[src/rtl/alu_cmd_sequencer_if.sv]
// Command and response streams of alu_cmd_sequencer.
// master = command producer / response consumer, slave = the sequencer.
`timescale 1ns/1ps
interface alu_cmd_sequencer_if #(
    parameter int DEPTH = 4
);
    logic                     cmd_valid;
    logic                     cmd_ready;
    logic [7:0]               cmd_a;
    logic [7:0]               cmd_b;
    logic [2:0]               cmd_op;
    logic [$clog2(DEPTH):0]   cmd_count;

    logic                     rsp_valid;
    logic                     rsp_ready;
    logic [15:0]              rsp_result;
    logic                     rsp_err;

    modport master (
        output cmd_valid, cmd_a, cmd_b, cmd_op, rsp_ready,
        input  cmd_ready, cmd_count, rsp_valid, rsp_result, rsp_err
    );

    modport slave (
        input  cmd_valid, cmd_a, cmd_b, cmd_op, rsp_ready,
        output cmd_ready, cmd_count, rsp_valid, rsp_result, rsp_err
    );
endinterface

[src/rtl/alu_cmd_sequencer.sv]
// FIFO-buffered command issuer for the single-cycle ALU; one command in flight,
// responses in issue order. Define SEQ_TIMEOUT_EN to add the WAIT-state timeout.
`timescale 1ns/1ps
module alu_cmd_sequencer #(
    parameter int DEPTH   = 4,
    parameter int TIMEOUT = 15
) (
    input  logic                      clk,
    input  logic                      reset_n,
    alu_cmd_sequencer_if.slave        bus,
    output logic [7:0]                A,
    output logic [7:0]                B,
    output logic [2:0]                op,
    output logic                      start,
    input  logic                      done_aax,
    input  logic [15:0]               result_aax
);

    localparam int AW = $clog2(DEPTH);
    localparam int PW = AW + 1;

    generate
        if (DEPTH < 2 || (DEPTH & (DEPTH - 1)) != 0 || TIMEOUT < 1) begin : g_bad_params
            $error("alu_cmd_sequencer: DEPTH must be a power of 2 >= 2 and TIMEOUT >= 1");
        end
    endgenerate

    typedef enum logic [1:0] {
        IDLE  = 2'd0,
        ISSUE = 2'd1,
        WAIT  = 2'd2,
        RESP  = 2'd3
    } state_t;

    state_t state, next_state;

    logic [18:0]   fifo_mem [DEPTH];
    logic [AW:0]   wr_ptr;
    logic [AW:0]   rd_ptr;
    logic          full;
    logic          empty;
    logic          push;
    logic          pop;

    logic [7:0]    head_a;
    logic [7:0]    head_b;
    logic [2:0]    head_op;
    logic          head_legal;

    logic          load_cmd;
    logic          load_err;
    logic          capture;
    logic          timed_out;

    // Extra pointer MSB separates full from empty when the index bits match.
    assign full          = (wr_ptr[AW] != rd_ptr[AW]) && (wr_ptr[AW-1:0] == rd_ptr[AW-1:0]);
    assign empty         = (wr_ptr == rd_ptr);
    assign push          = bus.cmd_valid && !full;
    assign bus.cmd_ready = !full;
    assign bus.cmd_count = wr_ptr - rd_ptr;

    assign {head_op, head_b, head_a} = fifo_mem[rd_ptr[AW-1:0]];
    assign head_legal = head_op inside {3'd1, 3'd2, 3'd3};

    always_ff @(posedge clk) begin
        if (push) begin
            fifo_mem[wr_ptr[AW-1:0]] <= {bus.cmd_op, bus.cmd_b, bus.cmd_a};
        end
    end

    always_ff @(posedge clk or negedge reset_n) begin
        if (!reset_n) begin
            wr_ptr <= '0;
            rd_ptr <= '0;
        end else begin
            if (push) begin
                wr_ptr <= wr_ptr + PW'(1);
            end
            if (pop) begin
                rd_ptr <= rd_ptr + PW'(1);
            end
        end
    end

`ifdef SEQ_TIMEOUT_EN
    localparam int TW = $clog2(TIMEOUT + 1);

    logic [TW-1:0] wait_cnt;

    // Held at zero outside WAIT so every WAIT entry starts a fresh count.
    always_ff @(posedge clk or negedge reset_n) begin
        if (!reset_n) begin
            wait_cnt <= '0;
        end else if (state != WAIT) begin
            wait_cnt <= '0;
        end else begin
            wait_cnt <= wait_cnt + TW'(1);
        end
    end

    assign timed_out = (state == WAIT) && (wait_cnt == TW'(TIMEOUT - 1));
`else
    assign timed_out = 1'b0;
`endif

    always_ff @(posedge clk or negedge reset_n) begin
        if (!reset_n) begin
            state <= IDLE;
        end else begin
            state <= next_state;
        end
    end

    always_comb begin
        next_state = state;
        pop        = 1'b0;
        load_cmd   = 1'b0;
        load_err   = 1'b0;
        capture    = 1'b0;
        case (state)
            IDLE: begin
                if (!empty) begin
                    pop = 1'b1;
                    if (head_legal) begin
                        load_cmd   = 1'b1;
                        next_state = ISSUE;
                    end else begin
                        load_err   = 1'b1;
                        next_state = RESP;
                    end
                end
            end
            ISSUE: begin
                next_state = WAIT;
            end
            WAIT: begin
                if (done_aax) begin
                    capture    = 1'b1;
                    next_state = RESP;
                end else if (timed_out) begin
                    load_err   = 1'b1;
                    next_state = RESP;
                end
            end
            RESP: begin
                if (bus.rsp_ready) begin
                    next_state = IDLE;
                end
            end
            default: begin
                next_state = IDLE;
            end
        endcase
    end

    // ALU operands hold between issues; the response holds until accepted.
    always_ff @(posedge clk or negedge reset_n) begin
        if (!reset_n) begin
            A              <= '0;
            B              <= '0;
            op             <= '0;
            start          <= 1'b0;
            bus.rsp_valid  <= 1'b0;
            bus.rsp_result <= '0;
            bus.rsp_err    <= 1'b0;
        end else begin
            start         <= load_cmd;
            bus.rsp_valid <= (next_state == RESP);
            if (load_cmd) begin
                A  <= head_a;
                B  <= head_b;
                op <= head_op;
            end
            if (load_err) begin
                bus.rsp_result <= '0;
                bus.rsp_err    <= 1'b1;
            end else if (capture) begin
                bus.rsp_result <= result_aax;
                bus.rsp_err    <= 1'b0;
            end
        end
    end

endmodule

[src/flat_wrapper.sv]
// flat-port wrapper written by rule: the top's interface ports become plain ports
module alu_cmd_sequencer_flat 
#(
    parameter int DEPTH   = 4,
    parameter int TIMEOUT = 15
)
  (clk, reset_n, A, B, op, start, done_aax, result_aax, bus_cmd_valid, bus_cmd_a, bus_cmd_b, bus_cmd_op, bus_rsp_ready, bus_cmd_ready, bus_cmd_count, bus_rsp_valid, bus_rsp_result, bus_rsp_err);
  alu_cmd_sequencer_if #(.DEPTH(DEPTH)) bus_i ();
  input  logic clk;
  input  logic reset_n;
  output logic [7:0] A;
  output logic [7:0] B;
  output logic [2:0] op;
  output logic start;
  input  logic done_aax;
  input  logic [15:0] result_aax;
  input wire logic [$bits(bus_i.cmd_valid)-1:0] bus_cmd_valid;
  input wire logic [$bits(bus_i.cmd_a)-1:0] bus_cmd_a;
  input wire logic [$bits(bus_i.cmd_b)-1:0] bus_cmd_b;
  input wire logic [$bits(bus_i.cmd_op)-1:0] bus_cmd_op;
  input wire logic [$bits(bus_i.rsp_ready)-1:0] bus_rsp_ready;
  output wire logic [$bits(bus_i.cmd_ready)-1:0] bus_cmd_ready;
  output wire logic [$bits(bus_i.cmd_count)-1:0] bus_cmd_count;
  output wire logic [$bits(bus_i.rsp_valid)-1:0] bus_rsp_valid;
  output wire logic [$bits(bus_i.rsp_result)-1:0] bus_rsp_result;
  output wire logic [$bits(bus_i.rsp_err)-1:0] bus_rsp_err;
  assign bus_i.cmd_valid = bus_cmd_valid;
  assign bus_i.cmd_a = bus_cmd_a;
  assign bus_i.cmd_b = bus_cmd_b;
  assign bus_i.cmd_op = bus_cmd_op;
  assign bus_i.rsp_ready = bus_rsp_ready;
  assign bus_cmd_ready = bus_i.cmd_ready;
  assign bus_cmd_count = bus_i.cmd_count;
  assign bus_rsp_valid = bus_i.rsp_valid;
  assign bus_rsp_result = bus_i.rsp_result;
  assign bus_rsp_err = bus_i.rsp_err;
  alu_cmd_sequencer #(.DEPTH(DEPTH), .TIMEOUT(TIMEOUT)) u_core (.clk(clk), .reset_n(reset_n), .bus(bus_i), .A(A), .B(B), .op(op), .start(start), .done_aax(done_aax), .result_aax(result_aax));
endmodule
[config.mk]
export PLATFORM = sky130hd
export DESIGN_NAME = alu_cmd_sequencer_flat
export DESIGN_NICKNAME = d
export VERILOG_FILES = /design/src/rtl/alu_cmd_sequencer_if.sv /design/src/rtl/alu_cmd_sequencer.sv /design/src/flat_wrapper.sv
export SDC_FILE = /design/constraint.sdc
export NUM_CORES = 1
export LEC_CHECK = 0
export ABC_AREA = 1
export CAP_MARGIN = 20
export CORE_ASPECT_RATIO = 0.8
export CORE_UTILIZATION = 40
export CTS_BUF_LIST = sky130_fd_sc_hd__clkbuf_8 sky130_fd_sc_hd__clkbuf_16
export DETAILED_ROUTE_END_ITERATION = 10
export HOLD_SLACK_MARGIN = 0.03
export PLACE_DENSITY = 0.65
export SLEW_MARGIN = 40
export SYNTH_ARGS = -nofsm -noshare
export SYNTH_HDL_FRONTEND = slang
export SYNTH_SLANG_ARGS = --single-unit
[constraint.sdc]
create_clock -name clk -period 2.66 [get_ports clk]
set_input_delay 0.532 -clock clk [delete_from_list [all_inputs] [get_ports clk]]
set_output_delay 0.532 -clock clk [all_outputs]
set_load 0.1 [all_outputs]
### Word level (Yosys, flattened, before mapping)

Memory sizes are Yosys's and may differ from the RTL's.
Cells that the tools add are included.

| word-level totals | value |
|---|---|
| bits in registers | 46 |
| memory bits (writable) | 76 |
| input bits | 40 |
| output and inout bits | 42 |
| logic and storage cells | 51 |
| memories kept | 1 |

| cells by class | value |
|---|---|
| add/subtract/negate cells | 3 |
| equality and inequality tests | 10 |
| muxes and demuxes | 21 |
| reduce and logical (&&, ||, !) cells | 6 |

Memory list:

| name | words | bits a word | rd ports | clocked after memory_dff | wr ports | RTL line | text |
|---|---|---|---|---|---|---|---|
| u_core.fifo_mem | 4 | 19 | 1 | 0 | 1 | alu_cmd_sequencer.sv:37 | `logic [18:0] fifo_mem [DEPTH];` |

Operators with widths:

| operator | number |
|---|---|
| two-way mux 16 bit | 2 |
| two-way mux 1 bit | 14 |
| two-way mux 2 bit | 4 |
| case mux 2 bit (4 select lines) | 1 |
| adder 3 x 1 -> 3 bit (second input constant) | 2 |
| equality test 2 bit (second input constant) | 3 |
| equality test 3 x 2 -> 1 bit (second input constant) | 2 |
| equality test 3 x 1 -> 1 bit (second input constant) | 1 |
| equality test 3 bit | 1 |
| nonzero test 3 bit | 1 |
| subtractor 3 bit | 1 |
| equality test 2 x 1 -> 1 bit (second input constant) | 1 |
| equality test 2 bit | 1 |
| logical AND 1 bit | 2 |
| zero test 2 bit | 1 |
| nonzero test 2 bit | 1 |
| zero test 1 bit | 1 |
| inequality test 1 bit | 1 |

### Depth between registers and ports, before layout

Gate-level depths: netlist of run 1.
An unclocked memory read counts as a cell.

| depth | value |
|---|---|
| depth after elaboration | 7 |
| mapped depth | 12 |
| gate-level depth less buffers | 8 |

### Worst setup path before layout of run 1

Ideal clock, no wire load.

| timing path | value |
|---|---|
| path type | register to register |
| from | register u_core.rd_ptr[1] |
| to | memory u_core.fifo_mem[3][0], enable pin |
| library setup time | 0.397 ns |
| data arrival time | 3.293 ns |
| required time | 2.263 ns |
| path slack | -1.030 ns |
| stages on the path, launching flop included | 10 |
| buffers on the path | 2 |
| period minus slack after synthesis | 3.690 ns |
| cell sequence | dfrtp_1 > inv_1 > buf_2 > clkbuf_1 > ha_1 > nand2_1 > inv_1 > nand3_1 > nand2_1 > nor2_1 |

| between the ends | value |
|---|---|
| word-level cells in the longest chain between the ends | 6 |

Ends and longest elaborated chain:

| element | RTL line | text |
|---|---|---|
| start, declared | alu_cmd_sequencer.sv:39 | `logic [AW:0] rd_ptr;` |
| start signal, assigned | alu_cmd_sequencer.sv:80 | `rd_ptr <= rd_ptr + PW'(1);` |
| equality test 2 bit | alu_cmd_sequencer.sv:56 | `assign full = (wr_ptr[AW] != rd_ptr[AW]) && (wr_ptr[AW-1:0] == rd_ptr[AW-1:0]);` |
| logical AND 1 bit | alu_cmd_sequencer.sv:56 |  |
| zero test 1 bit | - |  |
| net bus_cmd_ready | flat_wrapper.sv:22 | `output wire logic [$bits(bus_i.cmd_ready)-1:0] bus_cmd_ready;` |
| logical AND 1 bit | alu_cmd_sequencer.sv:58 | `assign push = bus.cmd_valid && !full;` |
| two-way mux 1 bit | alu_cmd_sequencer.sv:66 | `if (push) begin` |
| two-way mux 1 bit (implied by the code) | alu_cmd_sequencer.sv:67 | `fifo_mem[wr_ptr[AW-1:0]] <= {bus.cmd_op, bus.cmd_b, bus.cmd_a};` |
| end, declared | alu_cmd_sequencer.sv:37 |  |

The timed path passes the listed nets, and every way through them passes these cells.

### Final worst setup path of run 1

| timing path | value |
|---|---|
| from | register u_core.rd_ptr[1] |
| to | output port bus_cmd_count[2] |

| between the ends | value |
|---|---|
| word-level cells in the longest chain between the ends | 1 |

Ends and longest elaborated chain:

| element | RTL line | text |
|---|---|---|
| subtractor 3 bit | alu_cmd_sequencer.sv:60 | `assign bus.cmd_count = wr_ptr - rd_ptr;` |
| end, declared | flat_wrapper.sv:23 | `output wire logic [$bits(bus_i.cmd_count)-1:0] bus_cmd_count;` |

No other way between the ends.

==> results.cfg, run 1 <==
[layout]
n_fill_cell = 983
n_antenna_cell = 0
regArea_um2 = 3430
multi_input_area_um2 = 1280
final_util = 0.544
final_nets = 529
final_area_um2 = 6360
drive_gt1_frac = 0.211
area_growth_pct = 30.6

[floorplanning]
die-area_um2 = 12600
core_um2 = 11700
chipHeight_um = 101
initial_utilization = 0.417
fp.dieW_um = 125
ioPinCount = 82
rows = 35

[synthesis]
yosysSeqAreaShare = 0.705
synth_top_area_share = 0.468
synth.cell_area_um2 = 4870
ys_ff_latch = 122
netlist_top_cells_area = edfxtp_1 47%, dfrtp_1 24%, nand2_1 6.1%, o21ai_0 3.5%, nor2_1 2.9%
synthCells = 391
ys.warnings.count = 0
synth.avg_cell_area_um2 = 12.5
yosys.area.top_type = edfxtp_1
synth.distinct_cells = 27
syn-num-nets = 439

[cts]
cts_resized = 0
cts_tree = built
clk_path_buf_depth = 2
clkSinkCount = 122
cts_inserted_buffers = 17
cts_setup_buffers = 0
cts_root_buf = clkbuf_16
holdBufCountCts = 0
clk_pin_slew_ps = 50
htree_levels = 4
insertion_delay_ps = 410

[status]
status = finished clean

[sta]
clock.fmax_mhz = 406
worst_clock_skew_ps = 9.32
finalCriticalPeriod_ps = 2470
rsz0062_at_grt = no
report.final.slew_viol_count = 0
timing.hold.ws_ps = 87.1
post-route-period-util = 0.927
max_slew_margin = 0.559
worst_slew_pin_slew_ps = 660
setup_viol = 0
finalHoldViolations = 0

[placed_design]
post-dp-hpwl_mm = 6.39
gp_congestion = 0.749
io_buffers = 81
placed_area_um2 = 5800

[route]
firstDrtPassIters = 6
wl_met1_mm = 4.80
wl_met2_mm = 4.89
drc = 0
ant_nets = 0
dr_total_vias = 3209
wirelength_mm = 10.2
drt_iter0_drc = 247
top_layer = met4
dr_wl_met3_um = 450
routed_via_density = 5.00
routedWlPerCell_um = 16.0

[setup_path]
reg2regPathDepth = 7
critical_path_class = register to output port
worstReg2RegEnd = u_core.fifo_mem[3][1]
r2r_start = u_core.wr_ptr[0]
arrival_ps = 1930
crit_fanout = 21
endpoint_kind = output port
r2r_slack_ps = 410
start_kind = register
cp.required_ps = 2130

[grt]
grt_util_all_layers = 0.176
grt_pass1_wl_mm = 16.7
grt_max_degree = 42
grt_pass1_vias = 3293
overflow = 0
antenna_found_initial = 0

[min_path]
hold_path.class = input pin to async pin

[job]
drv_cap = 0
-- through the flow --
stage	setup WS, ps	setup TNS, ps	cells
after floorplan	-116	-6630	391
after global placement	443	0	610
final	194	0	642
after CTS	161	0	642
after detailed placement	410	0	610
after global routing	114	0	642
-- synth_stat cells, drive strengths merged --
cell,number
a21oi,3
a22oi,16
buf,13
clkbuf,8
clkinv,1
dfrtp,46
edfxtp,76
fa,1
ha,7
inv,17
nand2,81
nand3,10
nor2,38
nor3,1
o21ai,51
o22a,16
or2,1
xnor2,1
xor2,4
-- sequential cells by signal, summed over array words and instances, names as in the netlist --
signal	flops
u_core.fifo_mem	76
u_core.bus.rsp_result	16
u_core.A	8
u_core.B	8
u_core.op	3
u_core.rd_ptr	3
u_core.wr_ptr	3
u_core.state	2
u_core.bus.rsp_err	1
u_core.bus.rsp_valid	1
u_core.start	1
-- worst max path at each step --
stage | from | endpoint | slack, ps | cells after the start
after CTS | u_core.wr_ptr[0] | bus_cmd_count[2] | 160 | 5
after floorplan | u_core.rd_ptr[1] | u_core.fifo_mem[0][0] | -120 | 9
after detailed placement | u_core.wr_ptr[0] | u_core.fifo_mem[3][3] | 410 | 7
final | u_core.rd_ptr[1] | bus_cmd_count[2] | 190 | 4
after global routing | u_core.wr_ptr[0] | bus_cmd_count[2] | 110 | 5
after global placement | u_core.wr_ptr[0] | u_core.fifo_mem[3][4] | 440 | 7
-- routing by layer --
metal,track usage,up-vias
li1,-,1545
met1,0.232,1589
met2,0.279,66
met3,0.0488,9
met4,0.0685,0
met5,0,-
-- final cells by class --
type	instances	share of cell area
Timing Repair Buffer	92	0.131
Clock buffer	17	0.0669
Multi-Input combinational cell	230	0.201
Clock inverter	15	0.0214
Tap cell	148	0.0291
Sequential cell	122	0.540
Inverter	18	0.0106
-- kinds of logic after synthesis --
group,after synthesis,share of synthesized area
DFF,122,0.705
AOI/OAI and AO/OA,86,0.117
buffers and inverters,39,0.0395
adders and majority gates,8,0.0221
xor gates and xnor gates,5,0.00899
and+or+nand+nor,131,0.107
-- worst max-delay path, stage by stage, from the launching register on --
cell     delay (ps)
dfrtp_1         370
buf_4           220
fa_1            490
xnor2_2         240
buf_12          200
-- cell usage in the layout, fill, tap and decap left out, types with 10 or more instances in the layout --
| cell | instances |
|---|---|
| a22oi_1 | 16 |
| buf_4 | 49 |
| clkbuf_16 | 17 |
| clkdlybuf4s50_1 | 38 |
| dfrtp_1 | 46 |
| edfxtp_1 | 76 |
| inv_1 | 18 |
| nand2_1 | 79 |
| nor2_1 | 34 |
| o21ai_0 | 34 |
| o21ai_2 | 10 |
| o22a_1 | 16 |
Power of run 1 is not shown: default switching activity piles up to over one toggle a cycle in this logic, so the estimate is an artifact.
==> run 2, diff against run 1 <==
--- a/config.mk
+++ b/config.mk
@@ -11,8 +11,9 @@
 export CORE_UTILIZATION = 40
 export CTS_BUF_LIST = sky130_fd_sc_hd__clkbuf_8 sky130_fd_sc_hd__clkbuf_16
 export DETAILED_ROUTE_END_ITERATION = 10
+export DONT_BUFFER_PORTS = 1
+export GPL_TIMING_DRIVEN = 0
 export HOLD_SLACK_MARGIN = 0.03
-export PLACE_DENSITY = 0.65
 export SLEW_MARGIN = 40
 export SYNTH_ARGS = -nofsm -noshare
 export SYNTH_HDL_FRONTEND = slang
==> run 2 against run 1 <==
The run now ends with design-rule violations left; wire length is 7.9% higher; via count is 5.3% lower; worst hold slack better by 120 ps; final area is 6.5% lower; critical path type unchanged; largest cell class unchanged; highest routed layer unchanged.
==> results.cfg, run 2 (same netlist as run 1, synthesis figures left out) <==
[status]
status = finished, violations left
violations = design-rule violations

[setup_path]
r2r_slack_ps = 240
crit_fanout = 3
critical_path_class = register to output port
reg2regPathDepth = 9
r2r_start = u_core.rd_ptr[1]
endpoint_kind = output port
arrival_ps = 2090
start_kind = register
cp.required_ps = 2130
worstReg2RegEnd = u_core.fifo_mem[0][18]

[route]
ant_nets = 0
drt_iter0_drc = 286
routed_via_density = 5.20
drc = 4
wirelength_mm = 11.1
dr_total_vias = 3038
firstDrtPassIters = 7
routedWlPerCell_um = 18.9

[layout]
drive_gt1_frac = 0.271
layout_commonest_cell = nand2_1
layout_common_cells = 78 x nand2_1, 76 x edfxtp_1, 35 x dfrtp_2
final_area_um2 = 5950
final_util = 0.509
area_growth_pct = 22.1
largest_reg_flops = 76
final_nets = 471
n_antenna_cell = 0

[grt]
antenna_found_initial = 0
grt_pass1_vias = 3137
grt_util_all_layers = 0.190
grt_max_degree = 47
grt_pass1_wl_mm = 17.3
overflow = 0

[cts]
clk_pin_slew_ps = 60
cts_tree = built
insertion_delay_ps = 410
cts_inserted_buffers = 17
cts_root_buf = clkbuf_16
clk_path_buf_depth = 2
clkSinkCount = 122
htree_levels = 4

[min_path]
hold_path_end = u_core.fifo_mem[2][4]
hp-start = bus_cmd_a[4]
hold_path_depth = 0
hold_path.class = input pin to register

[placed_design]
post-dp-hpwl_mm = 6.80
gp_congestion = 0.731
dp_slack_ps = -811
placed_area_um2 = 5130
io_buffers = 0

[sta]
worst_slew_pin_slew_ps = 893
finalCriticalPeriod_ps = 2620
setup_viol = 0
tns_ps = 0
max_slew_margin = 0.405
worst_clock_skew_ps = 9.15
report.final.slew_viol_count = 0
post-route-period-util = 0.987
clock.fmax_mhz = 381
setup_ws_ps = 35.6
finalHoldViolations = 0
rsz0062_at_grt = yes

[floorplanning]
initial_utilization = 0.417
ioPinCount = 82
die-area_um2 = 12600
rows = 35
chipHeight_um = 101
core_um2 = 11700
fp.dieW_um = 125

[job]
drv_cap = 0
[run 2: cell types whose count changed in the layout (fill, tap and decap cells not counted), sizes merged]
| cell | before | now |
|---|---|---|
| clkinv | 7 | 9 |
| nor2 | 38 | 39 |
| dlygate4sd3 | 0 | 1 |
| inv | 19 | 17 |
| clkbuf | 17 | 24 |
| buf | 54 | 25 |
| clkdlybuf4s50 | 38 | 0 |
[run 2: cell type report]
class / count / area (µm²)
Inverter: 18 / 71.3
Tap cell: 148 / 185
Sequential cell: 122 / 3480
Fill cell: 1007 / 5750
Clock buffer: 17 / 425
Clock inverter: 15 / 153
Multi-Input combinational cell: 231 / 1340
Buffer: 20 / 124
Timing Repair Buffer: 13 / 170
[run 2: worst max path at each step]
stage	slack [ps]	startpoint	to
after floorplan	-120	u_core.rd_ptr[1]	u_core.fifo_mem[0][0]
after global placement	-1080	u_core.rd_ptr[1]	u_core.fifo_mem[0][4]
after detailed placement	-810	u_core.rd_ptr[1]	u_core.fifo_mem[3][2]
after CTS	10	u_core.wr_ptr[0]	bus_cmd_count[2]
after global routing	-30	u_core.wr_ptr[0]	bus_cmd_count[2]
final	40	u_core.wr_ptr[0]	bus_cmd_count[2]
[run 2: repair_timing]
item,in CTS,in global routing
endpoints found under the setup margin,111,5
setup buffers,9,2
pin swaps,6,2
hold buffers,2,0
gates resized for setup,7,3
endpoints found under the hold margin,46,0
gates cloned,1,0
[run 2: through the flow]
| step | hold slack (ps) | instances |
|---|---|---|
| final | 210 | 584 |
| after global placement | 237 | 539 |
| after CTS | 197 | 582 |
| after floorplan | 236 | 391 |
| after detailed placement | 237 | 539 |
| after global routing | 188 | 584 |
[run 2: critical path: stages, from the launching register on]
cell	delay, ps
dfrtp_1	390
inv_2	90
ha_4	170
fa_2	400
xnor2_4	630
[run 2: per-layer routing]
layer | vias up | GRT usage | share of wire
met2 | 85 | 0.297 | 0.48
li1 | 1429 | - | -
met4 | 0 | 0.0741 | 0.011
met3 | 12 | 0.0637 | 0.057
met5 | - | 0 | 0
met1 | 1512 | 0.245 | 0.45
Power of run 2 is left out for the same reason.
==> run 3, diff against run 2 <==
--- a/config.mk
+++ b/config.mk
@@ -6,6 +6,7 @@
 export NUM_CORES = 1
 export LEC_CHECK = 0
 export ABC_AREA = 1
+export ABC_CLOCK_PERIOD_IN_PS = 2660
 export CAP_MARGIN = 20
 export CORE_ASPECT_RATIO = 0.8
 export CORE_UTILIZATION = 40
==> results of run 3 <==
Same layout as run 2: the final DEF is identical, and so are final timing and power.
Power of run 3 is left out for the same reason.
